--- src/rtl/image_stream_reader_pkg.sv ---
// io_pkg: address-map constants and the reader FSM state type, shared by the
// IO decoder and the image stream reader.
//   ORIG_BASE / PROC_BASE : first byte address of each image region
//   IMG_PIXELS            : pixels per frame (400x400)
//   SHOW_ORIG_ADDR/_PROC  : store addresses that fire the show strobes
//   rd_state_e            : IDLE -> RUN (issuing reads) -> DRAIN (emptying)
package io_pkg;

    localparam int ORIG_BASE      = 120;
    localparam int PROC_BASE      = 160120;
    localparam int IMG_PIXELS     = 160000;
    localparam int SHOW_ORIG_ADDR = 100;
    localparam int SHOW_PROC_ADDR = 116;

    typedef enum logic [1:0] {
        ST_IDLE  = 2'd0,
        ST_RUN   = 2'd1,
        ST_DRAIN = 2'd2
    } rd_state_e;

endpackage

--- src/rtl/image_stream_reader_if.sv ---
// Memory read port plus pixel stream of the image stream reader.
//   rd_en/rd_addr -> memory, rd_data <- memory (one cycle after rd_en)
//   pix_data/pix_valid/pix_last -> display path, pix_ready <- display path
// Stream handshake: a pixel transfers on a rising clk edge where pix_valid
// and pix_ready are both high; while pix_valid is high and pix_ready low the
// source holds pix_data/pix_last stable and keeps pix_valid high.
// master = the reader, slave = memory + display side.
interface image_stream_reader_if #(
    parameter int ADDR_W = 24,
    parameter int DATA_W = 8
);
    logic              rd_en;
    logic [ADDR_W-1:0] rd_addr;
    logic [DATA_W-1:0] rd_data;
    logic [DATA_W-1:0] pix_data;
    logic              pix_valid;
    logic              pix_ready;
    logic              pix_last;

    modport master (
        output rd_en, rd_addr, pix_data, pix_valid, pix_last,
        input  rd_data, pix_ready
    );

    modport slave (
        input  rd_en, rd_addr, pix_data, pix_valid, pix_last,
        output rd_data, pix_ready
    );
endinterface

--- src/rtl/image_stream_reader_skid_fifo2.sv ---
// skid_fifo2: two-entry first-in first-out buffer built from registers.
//   push_i/din_i  : write one entry (caller guarantees it is not full)
//   pop_i         : remove the head entry (caller guarantees not empty)
//   dout_o        : head entry, straight from the storage registers
//   valid_o       : at least one entry held
//   count_o       : number of entries held (0..2)
// Push and pop in the same cycle are both honoured.
module skid_fifo2 #(
    parameter int W = 9
) (
    input  logic         clk,
    input  logic         rst,
    input  logic         push_i,
    input  logic [W-1:0] din_i,
    input  logic         pop_i,
    output logic [W-1:0] dout_o,
    output logic         valid_o,
    output logic [1:0]   count_o
);
    logic [W-1:0] mem_q [2];
    logic         wr_ptr_q;
    logic         rd_ptr_q;
    logic [1:0]   count_q;

    always_ff @(posedge clk) begin
        if (rst) begin
            // Storage is cleared too so the head reads 0 straight out of reset.
            mem_q[0] <= '0;
            mem_q[1] <= '0;
            wr_ptr_q <= 1'b0;
            rd_ptr_q <= 1'b0;
            count_q  <= 2'd0;
        end else begin
            if (push_i) begin
                mem_q[wr_ptr_q] <= din_i;
            end
            wr_ptr_q <= wr_ptr_q ^ push_i;
            rd_ptr_q <= rd_ptr_q ^ pop_i;
            count_q  <= count_q + {1'b0, push_i} - {1'b0, pop_i};
        end
    end

    assign dout_o  = mem_q[rd_ptr_q];
    assign valid_o = (count_q != 2'd0);
    assign count_o = count_q;
endmodule

--- src/rtl/image_stream_reader.sv ---
// image_stream_reader: on a show strobe, reads one image region out of
// memory pixel by pixel and streams it over a valid/ready handshake.
//   clk, rst                        : clock, synchronous active-high reset
//   start_original/start_processed  : show strobes (processed wins on a tie)
//   bus (master)                    : memory read port + pixel stream
//   busy                            : frame in progress
//   done                            : one-cycle pulse after last handshake
//   state_o                         : current FSM state, for observation
// A read is issued only while the FIFO entries plus the read in flight,
// less the pixel leaving this cycle, stay below 2, so the two-entry FIFO
// never overflows despite the one-cycle memory latency.
module image_stream_reader #(
    parameter int ORIG_BASE  = io_pkg::ORIG_BASE,
    parameter int PROC_BASE  = io_pkg::PROC_BASE,
    parameter int IMG_PIXELS = io_pkg::IMG_PIXELS,
    parameter int ADDR_W     = 24,
    parameter int DATA_W     = 8
) (
    input  logic                   clk,
    input  logic                   rst,
    input  logic                   start_original,
    input  logic                   start_processed,
    image_stream_reader_if.master  bus,
    output logic                   busy,
    output logic                   done,
    output io_pkg::rd_state_e      state_o
);
    import io_pkg::*;

    localparam logic [ADDR_W-1:0] LAST_IDX = ADDR_W'(IMG_PIXELS - 1);

    rd_state_e         state_q;
    logic [ADDR_W-1:0] base_q;
    logic [ADDR_W-1:0] idx_q;
    logic              inflight_q;
    logic              inflight_last_q;
    logic              busy_q;
    logic              done_q;

    logic [DATA_W:0]   head;
    logic              fifo_valid;
    logic [1:0]        fifo_count;
    logic              fifo_pop;
    logic [2:0]        committed;
    logic              issue;
    logic              issue_last;
    logic              last_pop;

    assign fifo_pop   = fifo_valid & bus.pix_ready;
    assign committed  = {1'b0, fifo_count} + {2'b00, inflight_q};
    // committed - pop < 2, rearranged to stay unsigned.
    assign issue      = (state_q == ST_RUN) && (committed < (3'd2 + {2'b00, fifo_pop}));
    assign issue_last = issue && (idx_q == LAST_IDX);
    assign last_pop   = fifo_pop & head[DATA_W];

    assign bus.rd_en   = issue;
    assign bus.rd_addr = issue ? (base_q + idx_q) : '0;

    always_ff @(posedge clk) begin
        if (rst) begin
            state_q         <= ST_IDLE;
            base_q          <= '0;
            idx_q           <= '0;
            inflight_q      <= 1'b0;
            inflight_last_q <= 1'b0;
            busy_q          <= 1'b0;
            done_q          <= 1'b0;
        end else begin
            // The tag travels with the read so the FIFO knows which entry ends the frame.
            inflight_q      <= issue;
            inflight_last_q <= issue_last;
            done_q          <= 1'b0;
            if (issue) begin
                idx_q <= idx_q + 1'b1;
            end
            case (state_q)
                ST_IDLE: begin
                    if (start_original || start_processed) begin
                        state_q <= ST_RUN;
                        base_q  <= start_processed ? ADDR_W'(PROC_BASE) : ADDR_W'(ORIG_BASE);
                        idx_q   <= '0;
                        busy_q  <= 1'b1;
                    end
                end
                ST_RUN: begin
                    if (issue_last) begin
                        state_q <= ST_DRAIN;
                    end
                end
                ST_DRAIN: begin
                    if (last_pop) begin
                        state_q <= ST_IDLE;
                        busy_q  <= 1'b0;
                        done_q  <= 1'b1;
                    end
                end
                default: state_q <= ST_IDLE;
            endcase
        end
    end

    skid_fifo2 #(.W(DATA_W + 1)) u_fifo (
        .clk     (clk),
        .rst     (rst),
        .push_i  (inflight_q),
        .din_i   ({inflight_last_q, bus.rd_data}),
        .pop_i   (fifo_pop),
        .dout_o  (head),
        .valid_o (fifo_valid),
        .count_o (fifo_count)
    );

    assign bus.pix_data  = head[DATA_W-1:0];
    assign bus.pix_valid = fifo_valid;
    assign bus.pix_last  = fifo_valid & head[DATA_W];
    assign busy          = busy_q;
    assign done          = done_q;
    assign state_o       = state_q;
endmodule
--- src/flat_wrapper.sv ---
// flat-port wrapper written by rule: the top's interface ports become plain ports
module image_stream_reader_flat import io_pkg::*;
#(
    parameter int ORIG_BASE  = io_pkg::ORIG_BASE,
    parameter int PROC_BASE  = io_pkg::PROC_BASE,
    parameter int IMG_PIXELS = io_pkg::IMG_PIXELS,
    parameter int ADDR_W     = 24,
    parameter int DATA_W     = 8
)
  (clk, rst, start_original, start_processed, busy, done, state_o, bus_rd_en, bus_rd_addr, bus_pix_data, bus_pix_valid, bus_pix_last, bus_rd_data, bus_pix_ready);
  image_stream_reader_if #(.ADDR_W(ADDR_W), .DATA_W(DATA_W)) bus_i ();
  input  logic clk;
  input  logic rst;
  input  logic start_original;
  input  logic start_processed;
  output logic busy;
  output logic done;
  output io_pkg::rd_state_e state_o;
  output wire logic [$bits(bus_i.rd_en)-1:0] bus_rd_en;
  output wire logic [$bits(bus_i.rd_addr)-1:0] bus_rd_addr;
  output wire logic [$bits(bus_i.pix_data)-1:0] bus_pix_data;
  output wire logic [$bits(bus_i.pix_valid)-1:0] bus_pix_valid;
  output wire logic [$bits(bus_i.pix_last)-1:0] bus_pix_last;
  input wire logic [$bits(bus_i.rd_data)-1:0] bus_rd_data;
  input wire logic [$bits(bus_i.pix_ready)-1:0] bus_pix_ready;
  assign bus_rd_en = bus_i.rd_en;
  assign bus_rd_addr = bus_i.rd_addr;
  assign bus_pix_data = bus_i.pix_data;
  assign bus_pix_valid = bus_i.pix_valid;
  assign bus_pix_last = bus_i.pix_last;
  assign bus_i.rd_data = bus_rd_data;
  assign bus_i.pix_ready = bus_pix_ready;
  image_stream_reader #(.ORIG_BASE(ORIG_BASE), .PROC_BASE(PROC_BASE), .IMG_PIXELS(IMG_PIXELS), .ADDR_W(ADDR_W), .DATA_W(DATA_W)) u_core (.clk(clk), .rst(rst), .start_original(start_original), .start_processed(start_processed), .bus(bus_i), .busy(busy), .done(done), .state_o(state_o));
endmodule
--- config.mk ---
export PLATFORM = sky130hd
export DESIGN_NAME = image_stream_reader_flat
export DESIGN_NICKNAME = d
export VERILOG_FILES = /design/src/rtl/image_stream_reader_pkg.sv /design/src/rtl/image_stream_reader_if.sv /design/src/rtl/image_stream_reader_skid_fifo2.sv /design/src/rtl/image_stream_reader.sv /design/src/flat_wrapper.sv
export SDC_FILE = /design/constraint.sdc
export NUM_CORES = 1
export LEC_CHECK = 0
export CORE_MARGIN = 1.5
export CORE_UTILIZATION = 58
export DETAILED_ROUTE_END_ITERATION = 12
export PLACE_DENSITY = 0.85
export SLEW_MARGIN = 15
export SYNTH_ARGS = -nofsm -noshare
export SYNTH_HDL_FRONTEND = slang
export SYNTH_SLANG_ARGS = --single-unit
--- constraint.sdc ---
create_clock -name clk -period 5.05 [get_ports clk]
set_clock_uncertainty 0.1 [all_clocks]
set_input_delay 1.01 -clock clk [delete_from_list [all_inputs] [get_ports clk]]
set_output_delay 1.01 -clock clk [all_outputs]
set_load 0.005 [all_outputs]
==> results_dict.tcl, run 1 <==
set metrics [dict create \
    run_status "complete, no violations" \
    instances_no_fill 502 \
    power_switching_uw 329 \
    antenna_found_initial 0 \
    grt_pass1_vias 2736 \
    io-pin-count 52 \
    grt_overflow 0 \
    drtPass1Iterations 5 \
    grt_usage_pct 25.5 \
    via_count_of_the_routed_design 2955 \
    pwr-share-clk_pct 24.7 \
    clk_pin_slew_ns 0.10 \
    cts.root.buffer_cell "clkbuf_8" \
    mappedNetlistArea_um2 3280 \
    ys_dominant_reg_cell "dfxtp_1" \
    grt_max_degree 24 \
    buffers_inserted_during_post_cts_setup_optimization 0 \
    post-place-cells 494 \
    route.final.wire_length_um 7230 \
    unrepaired_setup_endpoints_after_global_routing "no" \
    netlist-cell-type-count 47 \
    crit_path_end_kind "output port" \
    holdBufCountCts 0 \
    dieArea_um2 6120 \
    crit_required_ns 3.94 \
    slew_viol_final 0 \
    route.antenna.remaining_nets 0 \
    ctsResizeCount 0 \
    min_period_over_period_pct 95.0 \
    core_area_um2 5470 \
    io_buffers 51 \
    final_cell_mix "51 x nor2_1, 51 x clkdlybuf4s50_1, 36 x dfxtp_1" \
    ys_warn_count 0 \
    route.detailed.drc 0 \
    dieHeight_um 78.2 \
    synth_seq_area_share_pct 38.4 \
    layout.core_utilization_pct 72.1 \
    synth-edff-count 18 \
    crit_path_max_fanout 6 \
    slowest_delay_ns 0.51 \
    timing_worst_slew_pin_value_ns 0.773 \
    static-leakage-power_uw 0.00147 \
    area_growth_syn_to_layout_pct 20.2 \
    min_path_type "register to register" \
    maxCapViolCount 0 \
    synth.net_count 413 \
    minimum_period_implied_by_the_final_worst_setup_slack_ns 4.80 \
    relSlewSlack_pct 48.4 \
    final_nets 458 \
    n_antenna_cell 0 \
    core.rowCount 27 \
    grt_pass1_wl_um 12600 \
    die_width_um 78.2 \
    postSynthAreaPerCell_um2 8.55 \
    dp_hpwl_um 5410 \
    timing_worst_setup_path_type "register to output port" \
    clock_tree_buffer_depth 2 \
    cpMaxStageDelayCell "o41ai_1" \
    aggregate_negative_setup_slack_ns 0 \
    initial_utilization_pct 60.0 \
    seq_power_share_pct 48.1 \
    cts_tree "done" \
    power.share.combinational_pct 27.2 \
    clock_sink_count 54 \
    crit_arrival_ns 3.69 \
    dr.first_iter.drc_count 298 \
    internal_power_uw 729 \
    post_drt_wl_per_cell_um 14.4 \
    maxClockFrequency_mhz 208 \
    vias_per_cell 5.89 \
    power_switching_share_pct 31.1 \
    ctsHtreeMaxLevel 2 \
    postSynthCellCount 384 \
    worst_setup_path_start_kind "register" \
    crit_path_cell_trace "ha_1 -> inv_1 -> fa_1 -> nand2b_1 -> a211oi_1 -> a21oi_1 -> o41ai_1 -> mux2i_1 -> clkdlybuf4s50_1" \
    synthArstFlopShare_pct 0 \
    hold_viol 0 \
    ys_ff_latch 54 \
    worst_skew_pair.late_latency_ns 0.32 \
    finalSetupViolCount 0 \
    final_layout_size_suffix_gt1_share_pct 5.81 \
    place.gp.congestion 0.896 \
    cts_buffers 5 \
    finalHoldWorstSlack_ns 0.380 \
    design_power_total_uw 1060 \
    max-vdd-ir-drop_mv 0.179 \
    power-per-cell-area_nw_per_um2 268 \
]
==> critical path: cells and delay by family, from the launching register on <==
family                     cells  cell delay, ns
AOI/OAI and AO/OA              3            1.28
and+or+nand+nor                1            0.18
DFF                            1            0.48
buffers and inverters          2            0.57
adders and majority gates      2            0.64
muxes                          1            0.23
==> layout make-up <==
cell class              count  area [um2]
clock buffers               5        68.8
clock inverters             3        28.8
fillers                   455        1530
inverters                  12        45.0
multi-input cells         301        1910
flip-flops and latches     54        1260
well taps                  72        90.1
repair buffers             55         541
==> logic make-up (layout without fill, tap and decap cells) <==
logic type | after synthesis | after routing | synth area share (%)
and+or+nand+nor | 182 | 182 | 28.4
AOI/OAI and AO/OA | 63 | 63 | 12.0
DFF | 54 | 54 | 38.4
buffers and inverters | 29 | 75 | 3.35
xor gates and xnor gates | 25 | 25 | 6.67
adders and majority gates | 16 | 16 | 6.33
muxes | 15 | 15 | 4.88
==> final timing paths <==
check                                 from                     end  slack, ns  cells past startpoint
hold / removal      u_core.u_fifo.wr_ptr_q  u_core.u_fifo.wr_ptr_q       0.38                      2
setup / recovery          u_core.base_q[6]         bus_rd_addr[23]       0.25                      9
hold reg to reg     u_core.u_fifo.wr_ptr_q  u_core.u_fifo.wr_ptr_q       0.38                      2
setup reg to reg  u_core.u_fifo.count_o[0]         u_core.idx_q[0]       2.47                      9
==> per-layer routing <==
| metal | vias to the layer above | track usage, % | part of all wire [%] |
|---|---|---|---|
| met2 | 86 | 42.9 | 49 |
| met1 | 1411 | 34.1 | 45 |
| met4 | 0 | 5.36 | 0.82 |
| li1 | 1451 | - | - |
| met3 | 7 | 5.00 | 5.7 |
| met5 | - | 0 | 0 |
==> cells in the mapped netlist, types with 2 or more instances <==
cell type | count | area (um2)
nor2_1 | 51 | 191
dfxtp_1 | 36 | 721
nand2_1 | 33 | 124
and2_1 | 19 | 119
xor2_1 | 19 | 166
a21oi_1 | 18 | 90.1
edfxtp_1 | 18 | 541
nand3_1 | 18 | 90.1
o21ai_0 | 17 | 85.1
clkbuf_1 | 16 | 60.1
ha_1 | 15 | 188
nand4_1 | 13 | 81.3
inv_1 | 12 | 45.0
nand2b_1 | 9 | 56.3
mux2_2 | 8 | 90.1
or3_1 | 8 | 50.1
mux2i_1 | 7 | 70.1
and3_1 | 6 | 37.5
nor3_1 | 6 | 30.0
xnor2_1 | 6 | 52.6
a211oi_1 | 5 | 37.5
a21o_1 | 5 | 37.5
o21bai_1 | 4 | 30.0
or4_1 | 4 | 30.0
nor4_1 | 3 | 18.8
o41ai_1 | 3 | 26.3
a2111o_1 | 2 | 22.5
a22oi_1 | 2 | 15.0
o211ai_1 | 2 | 15.0
or2_2 | 2 | 12.5
==> flip-flops by register name (all words and copies together) (netlist names) <==
| signal | flops |
|---|---|
| u_core.u_fifo.wr_ptr_q | 1 |
| u_core.inflight_last_q | 1 |
| u_core.u_fifo.mem_q | 18 |
| u_core.state_o | 2 |
| u_core.inflight_q | 1 |
| u_core.done | 1 |
| u_core.u_fifo.count_o | 2 |
| u_core.base_q | 2 |
| u_core.busy | 1 |
| u_core.idx_q | 24 |
| u_core.u_fifo.rd_ptr_q | 1 |
==> metrics by stage <==
| step | worst slack, ns | cell area (um2) |
|---|---|---|
| global route | 0.0650 | 3950 |
| floorplan | 1.58 | 3280 |
| CTS | 0.264 | 3950 |
| finish | 0.250 | 3950 |
| global placement | 0.729 | 3850 |
| detailed placement | 0.623 | 3850 |
==> power groups by stage <==
stage	logic, uW	registers (uW)	clock network (uW)
detailed placement	287	520	0
finish	288	509	262
floorplan	178	502	0
global placement	280	518	0
global route	322	514	284
CTS	289	510	266
No activity file was read; power rests on OpenSTA's default activity.
==> run 2, diff against run 1 <==
--- a/config.mk
+++ b/config.mk
@@ -5,10 +5,13 @@
 export SDC_FILE = /design/constraint.sdc
 export NUM_CORES = 1
 export LEC_CHECK = 0
+export CELL_PAD_IN_SITES_DETAIL_PLACEMENT = 0
+export CELL_PAD_IN_SITES_GLOBAL_PLACEMENT = 2
 export CORE_MARGIN = 1.5
-export CORE_UTILIZATION = 58
+export CORE_UTILIZATION = 35
 export DETAILED_ROUTE_END_ITERATION = 12
-export PLACE_DENSITY = 0.85
+export PLACE_DENSITY_LB_ADDON = 0.3
+export RECOVER_POWER = 100
 export SLEW_MARGIN = 15
 export SYNTH_ARGS = -nofsm -noshare
 export SYNTH_HDL_FRONTEND = slang
==> run 2 against run 1 <==
Net effect:
- cell area rose by 1.4%
- power fell by 1.7%
- worst hold slack improved by 0.0013 ns
- critical endpoint is now bus_rd_addr[3]
- largest power group unchanged
- highest routed layer unchanged
==> results_dict.tcl, run 2 (synthesis results as in run 1) <==
set metrics [dict create \
    area_growth_syn_to_layout_pct 21.8 \
    multi_input_comb_area_um2 1900 \
    crit_arrival_ns 3.69 \
    n_antenna_cell 0 \
    final_cell_mix "51 x nor2_1, 40 x dlygate4sd3_1, 36 x dfxtp_1" \
    dr.first_iter.drc_count 70 \
    unrepaired_setup_endpoints_after_global_routing "no" \
    ctsHtreeMaxLevel 2 \
    crit_required_ns 3.94 \
    buffers_inserted_during_post_cts_setup_optimization 0 \
    instances_no_fill 544 \
    cts_buffers 5 \
    grt_usage_pct 16.8 \
    grt_max_degree 24 \
    timing.final.ws_setup_ns 0.247 \
    crit_path_end_kind "output port" \
    power-per-cell-area_nw_per_um2 260 \
    min_path_type "register to register" \
    layout.core_utilization_pct 43.7 \
    maxClockFrequency_mhz 208 \
    hold_viol 0 \
    final_nets 461 \
    core.rowCount 35 \
    finalSetupViolCount 0 \
    relSlewSlack_pct 40.2 \
    initial_utilization_pct 35.9 \
    most_common_cell_after_layout_fill_and_taps_aside "nor2_1" \
    worst_skew_pair.late_latency_ns 0.32 \
    grt_pass1_vias 2694 \
    route.antenna.remaining_nets 0 \
    timing_worst_slew_pin_value_ns 0.897 \
    clock_tree_buffer_depth 2 \
    ctsResizeCount 0 \
    cts_tree "done" \
    final_layout_size_suffix_gt1_share_pct 5.54 \
    largest_registers "u_core.idx_q x24, u_core.u_fifo.mem_q x18" \
    slew_viol_final 0 \
    route.detailed.drc 0 \
    minimum_period_implied_by_the_final_worst_setup_slack_ns 4.80 \
    aggregate_negative_setup_slack_ns 0 \
    grt_pass1_wl_um 13200 \
    dpl_worst_slack_ns 0.643 \
    dp_hpwl_um 5910 \
    holdBufCountCts 0 \
    static-leakage-power_uw 0.00157 \
    cts.root.buffer_cell "clkbuf_8" \
    place.gp.congestion 0.810 \
    grt_overflow 0 \
    min_period_over_period_pct 95.1 \
    io-pin-count 52 \
    drtPass1Iterations 5 \
    worst_setup_path_start_kind "input pin" \
    maxCapViolCount 0 \
    io_buffers 51 \
    antenna_found_initial 0 \
    die_width_um 99.9 \
    max-vdd-ir-drop_mv 0.132 \
    dieHeight_um 99.9 \
    clock_sink_count 54 \
    timing_worst_setup_path_type "input pin to output port" \
    max_flop_register "u_core.idx_q" \
    core_area_um2 9150 \
    post_drt_wl_per_cell_um 15.0 \
    finalHoldWorstSlack_ns 0.382 \
    crit_path_max_fanout 21 \
    clk_pin_slew_ns 0.10 \
    regArea_um2 1260 \
    largest_reg_flops 24 \
    post-place-cells 536 \
    dieArea_um2 9970 \
    via_count_of_the_routed_design 2898 \
    run_status "complete, no violations" \
    route.final.wire_length_um 8160 \
    n_fill_cell 906 \
    vias_per_cell 5.33 \
]
run 2: layout make-up:
class | count | area share (%)
multi-input combinational | 301 | 47.6
inverter | 12 | 1.13
tap | 111 | 3.47
timing repair buffer | 58 | 13.9
clock inverter | 3 | 0.657
clock buffer | 5 | 1.72
sequential | 54 | 31.5
run 2: critical path, cell delays in order:
cell and delay (ns):
dlygate4sd3_1 0.52, o21ai_0 0.17, o21ai_0 0.40, clkbuf_1 0.72
and3_1 0.29, dlygate4sd3_1 0.57
run 2: through the flow:
step                area [um2]  power, uW
CTS                       4020       1080
finish                    4000       1040
global route              4000       1110
detailed placement        3920        818
global placement          3920        812
floorplan                 3280        681
run 2: final timing paths:
kind / from / end / slack [ns] / cells after the start
setup / recovery: bus_pix_ready / bus_rd_addr[3] / 0.25 / 6
hold / removal: u_core.u_fifo.wr_ptr_q / u_core.u_fifo.wr_ptr_q / 0.38 / 2
setup reg to reg: u_core.u_fifo.count_o[1] / u_core.idx_q[21] / 2.22 / 6
hold reg to reg: u_core.u_fifo.wr_ptr_q / u_core.u_fifo.wr_ptr_q / 0.38 / 2
run 2: layer usage:
| layer | global-route usage (%) | wire (um) |
|---|---|---|
| met5 | 0 | 0 |
| met4 | 6.18 | 170 |
| met3 | 2.72 | 177 |
| met2 | 29.1 | 4020 |
| met1 | 20.9 | 3790 |
run 2: where the power goes:
group / total (uW) / internal, uW / leakage (uW) / switching, uW
sequential: 509 / 478 / 0.000480 / 31.0
clock: 260 / 102 / 0.0000491 / 157
combinational: 272 / 127 / 0.00104 / 145
total: 1040 / 707 / 0.00157 / 333
